[config.mk]
export PLATFORM = sky130hd
export DESIGN_NAME = gameplay_sequencer
export DESIGN_NICKNAME = d
export VERILOG_FILES = /design/src/rtl/gameplay_sequencer_pkg.sv /design/src/rtl/gameplay_sequencer_edge_detect.sv /design/src/rtl/gameplay_sequencer.sv
export SDC_FILE = /design/constraint.sdc
export NUM_CORES = 1
export LEC_CHECK = 0
export BUFFER_PORTS_ARGS = -buffer_cell sky130_fd_sc_hd__buf_2
export CORE_UTILIZATION = 57
export CTS_BUF_LIST = sky130_fd_sc_hd__clkbuf_8
export DETAILED_ROUTE_END_ITERATION = 7
export GPL_ROUTABILITY_DRIVEN = 0
export PLACE_DENSITY = 0.92
export REMOVE_ABC_BUFFERS = 1
export SLEW_MARGIN = 20
export SYNTH_ARGS = -nofsm -noshare
export SYNTH_HDL_FRONTEND = slang
export SYNTH_SLANG_ARGS = --single-unit
[constraint.sdc]
create_clock -name clk -period 3.8 [get_ports clk]
set_input_delay 0.19 -clock clk [delete_from_list [all_inputs] [get_ports clk]]
set_output_delay 0.19 -clock clk [all_outputs]
set_load 0.01 [all_outputs]
[src/rtl/gameplay_sequencer_pkg.sv]
// gameplay_sequencer_pkg: state encoding shared by the sequencer and the debug decode of state
package gameplay_sequencer_pkg;
  localparam logic [3:0] S_IDLE   = 4'd0;
  localparam logic [3:0] S_LOAD   = 4'd1;
  localparam logic [3:0] S_SWING  = 4'd2;
  localparam logic [3:0] S_DROP   = 4'd3;
  localparam logic [3:0] S_STEP   = 4'd4;
  localparam logic [3:0] S_SETTLE = 4'd5;
  localparam logic [3:0] S_JUDGE  = 4'd6;
  localparam logic [3:0] S_HIT    = 4'd7;
  localparam logic [3:0] S_MISS   = 4'd8;
  localparam logic [3:0] S_CHECK  = 4'd9;
  localparam logic [3:0] S_OVER   = 4'd10;
  localparam logic [3:0] S_WIN    = 4'd11;
endpackage

[src/rtl/gameplay_sequencer_edge_detect.sv]
// edge_detect: one-cycle pulse on each rising edge of an already synchronised level
module edge_detect (
  input  logic clk,
  input  logic resetn,
  input  logic d,
  output logic rise
);
  logic q;
  always_ff @(posedge clk)
    q <= resetn ? d : 1'b0;
  assign rise = d & ~q;
endmodule

[src/rtl/gameplay_sequencer.sv]
// gameplay_sequencer: Moore FSM that loads, swings, drops and scores each block of a stacking game
module gameplay_sequencer
  import gameplay_sequencer_pkg::*;
#(
  parameter logic [7:0] START_X = 8'd0,
  parameter logic [6:0] TOP_Y   = 7'd0,
  parameter logic [6:0] BASE_Y  = 7'd112,
  parameter logic [6:0] BLOCK_H = 7'd4
) (
  input  logic       clk,
  input  logic       resetn,
  input  logic       go,
  input  logic       sync,
  input  logic       o,
  input  logic       c,
  input  logic [6:0] curr_y_position,
  output logic       enable,
  output logic       save_x,
  output logic       ld_x,
  output logic       ld_y,
  output logic       ld_d,
  output logic       inc_score,
  output logic       dec_chances,
  output logic       new_direction,
  output logic [7:0] new_x_position,
  output logic [6:0] new_y_position,
  output logic       game_over,
  output logic       win,
  output logic [3:0] state
);
  localparam logic [6:0] WIN_Y = TOP_Y + BLOCK_H;
  logic       go_rise, first, dir, w;
  logic [6:0] stack_y;
  logic [3:0] nxt;
  edge_detect u_go (.clk(clk), .resetn(resetn), .d(go), .rise(go_rise));
  always_ff @(posedge clk)
    state <= resetn ? nxt : S_IDLE;
  // Each DROP step detours through STEP so the ld_y strobe stays a pure state decode.
  always_comb begin
    nxt = state;
    case (state)
      S_IDLE:         nxt = go_rise ? S_LOAD : S_IDLE;
      S_LOAD:         nxt = S_SWING;
      S_SWING:        nxt = go_rise ? S_DROP : S_SWING;
      S_DROP:         nxt = curr_y_position >= stack_y ? S_SETTLE : sync ? S_STEP : S_DROP;
      S_STEP:         nxt = S_DROP;
      S_SETTLE:       nxt = w ? S_JUDGE : S_SETTLE;
      S_JUDGE:        nxt = (first | o) ? S_HIT : S_MISS;
      S_HIT, S_MISS:  nxt = S_CHECK;
      S_CHECK:        nxt = !w ? S_CHECK : !c ? S_OVER : stack_y < WIN_Y ? S_WIN : S_LOAD;
      S_OVER, S_WIN:  nxt = go_rise ? S_IDLE : state;
      default:        nxt = S_IDLE;
    endcase
  end
  always_comb begin
    enable      = state == S_SWING;
    ld_x        = state == S_LOAD;
    ld_d        = state == S_LOAD;
    ld_y        = state == S_LOAD || state == S_STEP;
    save_x      = state == S_HIT;
    inc_score   = state == S_HIT;
    dec_chances = state == S_MISS;
    game_over   = state == S_OVER || state == S_WIN;
    win         = state == S_WIN;
  end
  // w marks the second cycle of the two-cycle SETTLE and CHECK waits.
  always_ff @(posedge clk) begin
    new_x_position <= START_X;
    if (!resetn) begin
      stack_y        <= BASE_Y;
      first          <= 1'b1;
      dir            <= 1'b1;
      w              <= 1'b0;
      new_y_position <= TOP_Y;
      new_direction  <= 1'b1;
    end else begin
      w             <= (state == S_SETTLE || state == S_CHECK) && !w;
      new_direction <= dir;
      if (state == S_IDLE) begin
        stack_y <= BASE_Y;
        first   <= 1'b1;
        dir     <= 1'b1;
      end
      if (state == S_HIT) begin
        stack_y <= stack_y - BLOCK_H;
        first   <= 1'b0;
      end
      if (state == S_HIT || state == S_MISS) dir <= ~dir;
      if (state == S_DROP && nxt == S_STEP) new_y_position <= curr_y_position + 7'd1;
      else if (nxt == S_LOAD) new_y_position <= TOP_Y;
    end
  end
endmodule

==> results.md <==
- Post-synthesis cell area: 0.00141 mm²
- Yosys warning count: 0
- Pin count of the biggest net entering global routing: 21
- Worst Tran Pin Value: between 0.5 and 0.6 ns
- Setup WS post-layout: around 1.6 ns
- Crit-path max cell delay: 0.66 ns
- Delay-heaviest family, CP: compound AO/OA/AOI/OAI gates
- Clock buffer depth: 2
- Fmax: between 400 and 500 MHz
- H-Tree Level Count: 1
- Diodes inserted: 0
- Wire length per cell: about 13 µm
- DP Wirelength: 2.26 mm
- Synth top area share: between 20 and 30%
- Dominant cells by area after synthesis: dfxtp_1 30%, ha_1 7.1%, buf_4 5.3%
- Setup tns final: 0 ns
- Final Util: slightly below 70%
- WL final: slightly above 3 mm
- Unique masters post-synth: 43
- Worst EP required: 3.92 ns
- Final-report hold violation count: 0
- DRC: 0
- Clock Skew: ~0.0055 ns
- Vias per std cell: slightly below 6
- Crit share post-route: roughly three fifths
- Slew HR: around 64%
- Via count: roughly 1400
- M2 GR Usage: around 40%
- Initial Util: between 60% and 70%
- Die height: approximately 52 µm
- Reg2reg setup slack: between 1.5 and 2 ns
- Status: finished clean
- Number of antenna violations at the first check in global routing: 0
- Routed Antenna Nets: 0
- Top-Level Pins: between 40 and 50
- CTS tree: yes
- Worst Setup Path Type: reg -> reg
- Met3 Usage GRT: ~5%
- Post-synth EDFFs: 0
- Post-cts gate resize count: 0
- Reg-to-reg endpoint: new_y_position[4]$_SDFFE_PN0P_
- Die width: 51.7 µm
- Syn Area/Cell: just under 8 µm²
- Final hold slack: around 0.16 ns
- Reg2Reg Depth: 5
- CP Launch Type: flop
- Register area share after synthesis: about 30%
- Critical-path cell list: and3b_1, a311o_1, a32o_2, nor4_4, o22ai_1
- Hold Crit Class: in -> reg
- Worst Path Buf+Inv: 0
- Master of the slowest instance on the critical path: dfxtp_1
- 1st-iter DRT viols: 54
- Critical R2R Launch: state[1]$_SDFF_PN0_
- GR Util met1: approximately 35%
- Top-count cell post-synth: dfxtp_1
- GR Overflow Total: 0
- Count of state elements after synthesis: 21
- First-pass GRT wire length: 5.04 mm
- Count of clock tree sinks: 21
- Worst skew pair latency: 0.26 ns
- Peak supply drop: between 200 and 250 µV
- Max-slew violation count: 0
- Setup Buffers After CTS: 0
- Synthesized instance count: between 150 and 200
- Inserted Clock Buffers: 3
- Pwr/cell area: approximately 280 mW/mm²
- Die area: between 0.002 and 0.003 mm²
- Leak Pwr: 0.754 nW
- Critical Path End Type: flop
- First drt pass iteration count: 4
- Most common library cells after synthesis: 21 x dfxtp_1, 16 x nand2_1, 14 x inv_1
- Root buf cell: clkbuf_8
- Share of layout cells above drive strength 1: around a fifth
- Row cnt: 17
- FFs w/ async S/R, synth: 0%
- Port bufs: 33
- Largest fanout on the critical path: 18
- Setup crit end: new_y_position[4]$_SDFFE_PN0P_
- Worst Path Arrival: approximately 2.3 ns
- Core box area: approximately 0.0023 mm²
- CP startpoint: state[1]$_SDFF_PN0_
- Vias in the first global route: 1117
- Cell taking the most area after synthesis: dfxtp_1
- Predominant post-synthesis flop cell: dfxtp_1
- Max Cap Viol: 0
- # setup viols final: 0
- NumNets Final: about 230
- GRT Overall Usage: 24.9%
- Min Tclk post-route: roughly 2.2 ns
- Hold Buf Count CTS: 0
- Layout area overhead: 11.3%
- RSZ-0062 raised after global routing: no
- Worst-path clk slew: roughly 0.07 ns
- Most Crowded Layer GR: met2
- Dpl ws: approximately 1.6 ns
- WP depth: 5
worst reg2reg max path, stage by stage (launching register included):
cell	delay (ns)
dfxtp_1	0.66
and3b_1	0.26
a311o_1	0.31
a32o_2	0.28
nor4_4	0.42
o22ai_1	0.16
worst min path at each step:
stage / cells after the start / startpoint / to
global route: 2 / go / u_go.q$_SDFF_PN0_
finish: 2 / go / u_go.q$_SDFF_PN0_
global placement: 2 / dir$_SDFFE_PN1P_ / new_direction$_SDFF_PN1_
CTS: 2 / go / u_go.q$_SDFF_PN0_
detailed placement: 2 / dir$_SDFFE_PN1P_ / new_direction$_SDFF_PN1_
floorplan: 1 / resetn / stack_y[5]$_SDFFE_PN1P_
routing by layer:
layer,vias up,wire [µm]
li1,666,-
met1,614,1410
met2,68,1410
met3,2,250
met4,0,21
met5,-,0
logic make-up after synthesis:
family	count (synthesis)	synth area share, %
XOR/XNOR	7	4.36
AND/OR/NAND/NOR	71	27.8
flip-flops	21	29.9
other	1	0.266
AO/OA/AOI/OAI	38	18.1
buffers and inverters	33	11.7
multiplexers	1	0.711
adder cells (fa/ha/maj)	8	7.11
flip-flops by register name, indices dropped and copies added, names as in the netlist:
signal and flops:
dir 1, first 1, new_direction 1, new_y_position 7, stack_y 5, state 4
u_go.q 1, w 1
layout by cell type (no fill, tap or decap), drive strengths merged, types with 2 or more instances in the layout:
cell type,instances
nor3,9
xnor2,4
and2,3
clkbuf,3
nor2b,4
o311ai,2
nor2,9
nand3,13
o21ai,10
xor2,3
inv,15
and3b,2
a21bo,2
a21oi,7
and3,4
ha,8
a31oi,3
dfxtp,21
conb,8
nor4b,2
o22ai,4
nand2b,2
buf,33
nand2,16
area by class of cell:
class / count / area, µm²
clock buffer: 3 / 41.3
clock inverter: 1 / 3.75
fill: 197 / 709
inverter: 14 / 52.6
multi-input combinational: 133 / 848
sequential: 21 / 420
tap: 28 / 35.0
timing repair buffer: 33 / 165
where the power goes:
part / switching, mW / internal, mW
Clock: 0.0718 / 0.0719
Sequential: 0.00771 / 0.223
Combinational: 0.0401 / 0.0262
through the flow:
stage | area (µm²) | total power, mW | instances
final | 1570 | 0.440 | 233
after floorplan | 1320 | 0.274 | 168
after global routing | 1570 | 0.460 | 233
after CTS | 1570 | 0.440 | 233
after global placement | 1520 | 0.299 | 229
after detailed placement | 1520 | 0.301 | 229
(Power assumes the default switching activity.)
